$ cat config.mk
export PLATFORM = sky130hd
export DESIGN_NAME = imm_extend_stage
export DESIGN_NICKNAME = d
export VERILOG_FILES = /design/src/rtl/imm_pkg.sv /design/src/rtl/imm_format.sv /design/src/rtl/imm_extend_stage.sv
export SDC_FILE = /design/constraint.sdc
export NUM_CORES = 1
export LEC_CHECK = 0
export ABC_AREA = 1
export CAP_MARGIN = 25
export CORE_MARGIN = 1
export CORE_UTILIZATION = 50
export DETAILED_ROUTE_END_ITERATION = 8
export PLACE_DENSITY = 0.78
export SYNTH_ARGS = -nofsm -noshare
export SYNTH_HDL_FRONTEND = slang
export SYNTH_SLANG_ARGS = --single-unit
$ cat constraint.sdc
create_clock -name clk -period 1.35 [get_ports clk]
set_input_delay 0.3375 -clock clk [delete_from_list [all_inputs] [get_ports clk]]
set_output_delay 0.3375 -clock clk [all_outputs]
set_load 0.01 [all_outputs]
$ cat src/rtl/imm_pkg.sv
// -----------------------------------------------------------------------------
// imm_pkg
//   Shared types and constants for the immediate-generation D->E stage.
//   - immsrc_t    : immediate format select as driven by the decode control unit
//   - XLEN_32/64  : the two legal datapath widths
//   - imm_entry_t : one buffered result {imm, err}; imm is sized for the widest
//                   datapath, narrower configurations keep the upper bits at zero
// -----------------------------------------------------------------------------
package imm_pkg;

  localparam int unsigned XLEN_32 = 32;
  localparam int unsigned XLEN_64 = 64;

  typedef enum logic [2:0] {
    IMM_I     = 3'b000,
    IMM_S     = 3'b001,
    IMM_B     = 3'b010,
    IMM_U     = 3'b011,
    IMM_J     = 3'b100,
    IMM_SHAMT = 3'b101,
    IMM_ZIMM  = 3'b110,
    IMM_ILL   = 3'b111
  } immsrc_t;

  typedef struct packed {
    logic [XLEN_64-1:0] imm;
    logic               err;
  } imm_entry_t;

endpackage

$ cat src/rtl/imm_format.sv
// -----------------------------------------------------------------------------
// imm_format
//   Purely combinational immediate decoder. Extracts the immediate selected by
//   immsrc_i from the raw instruction word and sign- or zero-extends it to XLEN.
//   The illegal select code yields zero with err_o set.
//
// Ports
//   instr_i   [31:0]     raw instruction word
//   immsrc_i  [2:0]      immediate format select (immsrc_t encoding)
//   imm_o     [XLEN-1:0] extended immediate
//   err_o                select was the illegal code
// -----------------------------------------------------------------------------
module imm_format
  import imm_pkg::*;
#(
  parameter int unsigned XLEN = XLEN_32
) (
  input  logic [31:0]     instr_i,
  input  logic [2:0]      immsrc_i,
  output logic [XLEN-1:0] imm_o,
  output logic            err_o
);

  logic [5:0] shamt;
  logic       unused_opcode;

  // Bit 5 of the shift amount only exists on a 64-bit datapath.
  assign shamt = {instr_i[25] & (XLEN == XLEN_64), instr_i[24:20]};

  // The opcode field never contributes to any immediate.
  assign unused_opcode = ^instr_i[6:0];

  always_comb begin
    imm_o = '0;
    err_o = 1'b0;
    case (immsrc_t'(immsrc_i))
      IMM_I:     imm_o = XLEN'($signed(instr_i[31:20]));
      IMM_S:     imm_o = XLEN'($signed({instr_i[31:25], instr_i[11:7]}));
      IMM_B:     imm_o = XLEN'($signed({instr_i[31], instr_i[7], instr_i[30:25],
                                         instr_i[11:8], 1'b0}));
      IMM_U:     imm_o = XLEN'($signed({instr_i[31:12], 12'b0}));
      IMM_J:     imm_o = XLEN'($signed({instr_i[31], instr_i[19:12], instr_i[20],
                                         instr_i[30:21], 1'b0}));
      IMM_SHAMT: imm_o = XLEN'(shamt);
      IMM_ZIMM:  imm_o = XLEN'(instr_i[19:15]);
      IMM_ILL:   err_o = 1'b1;
    endcase
  end

endmodule

$ cat src/rtl/imm_extend_stage.sv
// -----------------------------------------------------------------------------
// imm_extend_stage
//   Immediate generator with a registered, back-pressurable D->E boundary.
//   The immediate is formatted combinationally from instrD and captured into a
//   two-entry skid buffer (main + skid). Main drives the outputs; skid absorbs
//   the one extra word accepted while main is stalled, so in_ready depends only
//   on registers.
//
// Ports
//   clk, rst             clock, synchronous active-high reset
//   in_valid / in_ready  decode-side handshake (in_ready = !skid valid)
//   instrD   [31:0]      raw instruction word
//   immsrcD  [2:0]       immediate format select
//   flushE               drop every buffered entry and the current input
//   out_valid/out_ready  execute-side handshake
//   immextE  [XLEN-1:0]  extended immediate (registered)
//   imm_errE             illegal format select (registered)
// -----------------------------------------------------------------------------
module imm_extend_stage
  import imm_pkg::*;
#(
  parameter int unsigned XLEN = XLEN_32
) (
  input  logic            clk,
  input  logic            rst,
  input  logic            in_valid,
  output logic            in_ready,
  input  logic [31:0]     instrD,
  input  logic [2:0]      immsrcD,
  input  logic            flushE,
  output logic            out_valid,
  input  logic            out_ready,
  output logic [XLEN-1:0] immextE,
  output logic            imm_errE
);

  logic [XLEN-1:0] fmt_imm;
  logic            fmt_err;
  imm_entry_t      in_entry;

  logic       main_valid_q, main_valid_d;
  imm_entry_t main_q,       main_d;
  logic       skid_valid_q, skid_valid_d;
  imm_entry_t skid_q,       skid_d;

  logic accept;
  logic unused_imm_hi;

  imm_format #(
    .XLEN (XLEN)
  ) u_imm_format (
    .instr_i  (instrD),
    .immsrc_i (immsrcD),
    .imm_o    (fmt_imm),
    .err_o    (fmt_err)
  );

  always_comb begin
    in_entry                = '0;
    in_entry.imm[XLEN-1:0]  = fmt_imm;
    in_entry.err            = fmt_err;
  end

  assign in_ready = !skid_valid_q;
  assign accept   = in_valid && in_ready;

  always_comb begin
    main_valid_d = main_valid_q;
    main_d       = main_q;
    skid_valid_d = skid_valid_q;
    skid_d       = skid_q;
    if (flushE) begin
      main_valid_d = 1'b0;
      skid_valid_d = 1'b0;
    end else if (main_valid_q && !out_ready) begin
      // Main stalled: a new word can only land in skid.
      if (accept) begin
        skid_valid_d = 1'b1;
        skid_d       = in_entry;
      end
    end else if (skid_valid_q) begin
      // Main firing with skid occupied (skid implies main valid); in_ready is
      // low this cycle so no new word competes for main.
      main_d       = skid_q;
      skid_valid_d = 1'b0;
    end else begin
      // Main empty or firing, skid empty: straight-through path.
      main_valid_d = accept;
      if (accept) begin
        main_d = in_entry;
      end
    end
  end

  always_ff @(posedge clk) begin
    if (rst) begin
      main_valid_q <= 1'b0;
      main_q       <= '0;
      skid_valid_q <= 1'b0;
      skid_q       <= '0;
    end else begin
      main_valid_q <= main_valid_d;
      main_q       <= main_d;
      skid_valid_q <= skid_valid_d;
      skid_q       <= skid_d;
    end
  end

  assign out_valid = main_valid_q;
  assign immextE   = main_q.imm[XLEN-1:0];
  assign imm_errE  = main_q.err;

  // Upper entry bits stay zero on a 32-bit datapath.
  assign unused_imm_hi = ^main_q.imm;

endmodule
==> metrics.cfg <==
[route]
first_pass_iters=5
vias=3473
antenna_left=0
finalWirelength_mm=9.598
wire_per_inst_um=15.66
viasPerCell=5.666
detail_route.iter0.violations=280
drcViolationCount=0

[floorplan]
core_area_um2=5991
dieArea_um2=6628
initial_core_util=0.5263
chipWidth_um=81.41
row_count=28
die_h_um=81.41
io_pins=75

[grt]
grt.busiest_layer=met2
grt_max_degree=35
grt_pass1_wl_mm=15.21
grt_overflow=0
grt_pass1_vias=3287
antenna_found_initial=0
grt_use_met2=0.4925
gr-usage-all-layers=0.3041
grtUsageMet3=0.05667
met1_usage=0.3870

[clocking]
cts_num_sinks=68
cts_tree=done
cts_htree_levels=3
clk-insertion-delay-late_ns=0.35
cts_buffer_depth=2
clk_pin_slew_ns=0.08
cts_root_buffer=clkbuf_8
cts_buffers=9

[place]
io_buffers=67
dp_hpwl_mm=6.140
gp_congestion=0.9028
dp_cells=592

[yosys]
synth_top_family_by_area=simple AND/OR/NAND/NOR gates
synth_xor_area_frac=0
synthCells=447
syn_area_um2=3153
synth-seq-cells=68
synth-adder-area-share=0
syn_nets=487
synth-compound-area-share=0.2218
yosys.area_share.simple=0.2615
synth_mux_area_frac=0
synth.yosys.seq_area_share=0.4317
syn_avg_cell_area_um2=7.054
ys_types=24
ys.warnings.count=0

[timing]
fin_crit_sh=0.9823
drv_slew=0
skew_ns=0.004714
tightest_slew_ns=0.4486
fmax_mhz=754.1
tns_ns=0
period_needed_ns=1.326
setup_viol=0
hold_violations=0
maxSlewHeadroom=0.7009

[worst_setup_path]
slowest_delay_ns=0.36
crit_chain=dlygate4sd2_1
path_delay_family=flip-flops
worst_ep_arrival_time_ns=0.99
path_class=reg -> out
startpoint_type=flip-flop
cp.required_ns=1.01
worst-path-buf-inv=1
critPathCaptureType=output port
critPathMaxFanout=2
crit_slowest_cell=dfxtp_1

[final_layout]
nFillCells=490
fin_cells=613
layout-drive-gt1-share=0.1822
areaGrowthSynthToFinish_pct=39.68
layout_commonest_cell=nand2_1
multi_input_area_um2=1620
seqCellArea_um2=1366
final_cell_mix=nand2_1 (84), a21oi_1 (69), dfxtp_1 (66), nor2_1 (62), o21ai_0 (33)
diodes=0
nets=573

[pwr]
p_leak_nw=2.057
peakVddDrop_mv=0.8041
total_power_mw=4.599
powerDensity_nw_per_um2=1044

[worst_hold_path]
hold_path.class=in -> reg

[run]
maxCapViolCount=0

[outcome]
outcome=finished, final reports clean

[report_power, final]
| part | switching (mW) | internal (mW) |
|---|---|---|
| clock network | 0.851 | 0.861 |
| registers | 0.0412 | 2.08 |
| logic | 0.415 | 0.347 |
[worst paths after layout]
check / slack (ns) / start / cells after the start / end
max reg2reg: 0.08 / out_valid / 7 / skid_q[11]
min: 0.38 / out_ready / 4 / out_valid
min reg2reg: 0.48 / skid_q[0] / 2 / skid_q[0]
max: 0.02 / immextE[7] / 1 / immextE[7]
[cells by family (layout without fill, tap and decap cells)]
| kind of cell | count (synthesis) | count (layout) |
|---|---|---|
| compound gates | 138 | 138 |
| buf+inv | 50 | 141 |
| flops | 68 | 68 |
| simple gates | 191 | 191 |
[final cells by class]
| cell class | instances | share of cell area |
|---|---|---|
| Clock inverter | 7 | 0.01733 |
| Timing Repair inverter | 1 | 0.001705 |
| Clock buffer | 9 | 0.02813 |
| Tap cell | 75 | 0.02131 |
| Timing Repair Buffer | 105 | 0.2344 |
| Sequential cell | 68 | 0.3102 |
| Multi-Input combinational cell | 329 | 0.3679 |
| Inverter | 19 | 0.01903 |
[cell usage after synthesis]
master / number / share of area
a211oi_1: 1 / 0.0024
a21boi_0: 1 / 0.0024
a21oi_1: 73 / 0.12
a21oi_2: 1 / 0.0028
buf_2: 11 / 0.017
buf_4: 7 / 0.017
buf_6: 5 / 0.018
clkbuf_1: 8 / 0.0095
dfxtp_1: 68 / 0.43
inv_1: 12 / 0.014
inv_2: 6 / 0.0071
inv_4: 1 / 0.0020
nand2_1: 92 / 0.11
nand2_2: 3 / 0.0060
nand2_4: 1 / 0.0036
nand3_1: 16 / 0.025
nand3_2: 6 / 0.019
nand4_1: 5 / 0.0099
nor2_1: 63 / 0.075
nor2_2: 3 / 0.0060
nor3_4: 1 / 0.0052
nor4_1: 1 / 0.0020
o21ai_0: 41 / 0.065
o21ai_1: 21 / 0.033
[per-layer routing]
layer  wire length (um)  vias up
li1                   -     1659
met1               4112     1633
met2               4577      154
met3                688       27
met4                219        0
met5                  0        -
[registers in the layout, indices dropped and copies added, names as in the netlist]
name / count
imm_errE: 1
immextE: 32
out_valid: 1
skid_q: 33
skid_valid_q: 1
[metrics by stage]
step / hold slack (ns) / worst slack (ns) / util / instance area [um2]
floorplan: 0.4160 / 0.1128 / - / 3153
global placement: 0.4377 / -0.5276 / 0.6767 / 4054
detailed placement: 0.4605 / -0.5928 / 0.6767 / 4054
CTS: 0.4725 / 0.0002530 / 0.7183 / 4303
global route: 0.4089 / -0.05684 / 0.7352 / 4404
finish: 0.3755 / 0.02391 / 0.7352 / 4404
[timing repair]
item / 4_1_cts / 5_1_grt
endpoints found under the setup margin: 98 / 71
gates resized for setup: 65 / 34
pin swaps: 3 / 8
hold buffers: 0 / 0
buffers inserted: 1 / 2
gates cloned: 2 / 1
(Power assumes the default switching activity.)
==> patch: new RTL, config.mk and constraints unchanged <==
Put a register stage on the output `imm_errE`, without a reset. The value now appears one clock later. The other outputs are not delayed to match. Comments in the files are not updated.
--- a/src/rtl/imm_extend_stage.sv
+++ b/src/rtl/imm_extend_stage.sv
@@ -110,3 +110,5 @@
   assign immextE   = main_q.imm[XLEN-1:0];
-  assign imm_errE  = main_q.err;
+  always_ff @(posedge clk) begin
+    imm_errE <= main_q.err;
+  end
 
Behaviour: not the same (Yosys sat finds a counterexample within 4 cycles, from zero or initial values and one cycle with rst high).
==> patch against the unedited design <==
- critical path depth did not move
- worst setup slack got worse by 6.1 ps
- sequential share of layout area barely moved
- total power fell by 3.4%
- hold slack got worse by 10 ps
- area after synthesis rose by 8.3%
- sequential cell count rose by 1
- largest cell class unchanged
- clock skew barely moved
- wire length rose by 4.6%
- register-to-register slack got worse by 30 ps
- count of clock-buffer cells in the layout rose by 3
- design area rose by 1.5%
==> patch: results (changes against the unedited design) <==
stage;metric;value;unit;change
clocking;cts_made_buffers;9;;unchanged
clocking;cts_max_level;3;;unchanged
routing;met3WireLength;775;µm;+13%
synth;ys_async_sr_fraction;0;%;unchanged
sta;setup_viol_count_final;0;;unchanged
synth;synthTopCellsByArea;dfxtp_1, a21oi_1, nand2_1;;
sta;tightest_slew;419;ps;-29.9 ps
global_routing;track_usage;26.6;%;-3.8 points
routing;drtIter0Drc;300;;+7.1%
clocking;clk_pin_slew;70;ps;
finish;fillers;545;;+11%
global_routing;grtUsageMet1;34.2;%;-4.5 points
global_routing;grt_util_met2;44.0;%;-5.3 points
synth;yosysWarnings;0;;unchanged
synth;synthDistinctLibCells;24;;unchanged
synth;syn_area_per_cell;7.11;µm²;+0.81%
power;leakage;2.11;nW;+2.5%
critical_path;critical-path-max-stage-delay;380;ps;+20 ps
critical_path;ff2ff_setup_slack;50;ps;-30 ps
synth;synthTopCellsByCount;nand2_1, a21oi_1, dfxtp_1, nor2_1, o21ai_0;;
worst_hold_path;min-delay-start;main_q[0]$_SDFFE_PP0P_;;
critical_path;crit-reg2reg-launch;skid_valid_q$_SDFFE_PP0P_;;
clocking;cts_buffer_depth;2;;unchanged
global_routing;grt_use_met3;5.80;%;+0.13 points
global_routing;grt_antenna_before_repair;0;;unchanged
clocking;cts-root-buf;clkbuf_8;;
placed_design;placed_cell_area;4070;µm²;+0.49%
sta;hold-worst-slack;365;ps;-10.0 ps
routing;met2_length;4930;µm;+7.8%
placed_design;pre_cts_slack;-477;ps;+116 ps
synth;yosysSeqAreaShare;40.5;%;-2.7 points
routing;detail_route.wl_per_cell;16.4;µm;+4.6%
placed_design;place_congestion;0.893;;-1.1%
outcome;status;complete, no violations;;
worst_hold_path;hp-class;flop to flop;;
global_routing;grt_pass1_wl;15100;µm;-0.86%
critical_path;worstReg2RegEnd;skid_q[9]$_SDFFE_PP0P_;;
routing;top_layer_used;met4;;
global_routing;grt_pass1_vias;3141;;-4.4%
finish;largest_reg_flops;33;;unchanged
placed_design;hpwl;5950;µm;-3.1%
critical_path;crit_slowest_cell;dfxtp_1;;
worst_hold_path;whs_path_depth;0;;-4
routing;vias;3444;;-0.84%
global_routing;grt_max_degree;37;;+5.7%
routing;dr.pass1.iters;7;;+2
routing;drt-met1-wl;4190;µm;+1.9%
finish;top_register;skid_q;;
synth;syn_nets;520;;+6.8%
worst_hold_path;worst_hold_path.endpoint;imm_errE$_DFF_P_;;
routing;totalWireLength;10000;µm;+4.6%
sta;finalClockSkew;4.74;ps;+0.0293 ps
placed_design;placed_cells;593;;+0.17%
power;ir_drop;733;µV;-8.8%
finish;drive_gt1_share;19.0;%;+0.81 points
-- patch: cell count changes after synthesis, sizes merged --
cell   delta
dfxtp     +1
buf      +32
-- patch: layout make-up --
class	count	area, µm²	area share [%]
Sequential cell	69	1390	31.0
Clock inverter	2	10.0	0.224
Tap cell	77	96.3	2.15
Multi-Input combinational cell	329	1670	37.3
Timing Repair Buffer	105	1070	24.0
Inverter	19	83.8	1.87
Clock buffer	12	155	3.47
-- patch: what timing repair did --
item / 4_1_cts / 5_1_grt
endpoints found under the setup margin: 91 / 70
setup buffers: 1 / 2
gates resized for setup: 60 / 49
pin swaps: 2 / 3
gates cloned: 1 / 2
-- patch: worst max-delay path by stage --
stage	startpoint	endpoint	slack, ps	depth (start not counted)
floorplan	out_valid$_SDFFE_PP0P_	skid_q[1]$_SDFFE_PP0P_	110	6
global placement	immsrcD[1]	immextE[12]$_SDFFE_PP0P_	-400	9
global route	skid_valid_q$_SDFFE_PP0P_	skid_q[1]$_SDFFE_PP0P_	-20	9
finish	immextE[1]$_SDFFE_PP0P_	immextE[1]	20	1
CTS	skid_valid_q$_SDFFE_PP0P_	in_ready	0.9	2
detailed placement	out_ready	skid_q[0]$_SDFFE_PP0P_	-480	8
-- patch: power by group --
part           total (mW)  switching, mW  leakage [nW]  internal, mW
Sequential           2.16         0.0422         0.564          2.12
Clock                1.49          0.744        0.0881         0.742
Combinational       0.796          0.435          1.46         0.361
Total                4.44           1.22          2.11          3.22
-- patch: cell families (layout without fill, tap and decap cells) --
kind of cell | Yosys count | count (layout) | synth area share [%]
simple gates | 191 | 191 | 24.2
compound gates | 138 | 138 | 20.5
buf+inv | 82 | 138 | 14.9
flops | 69 | 69 | 40.5
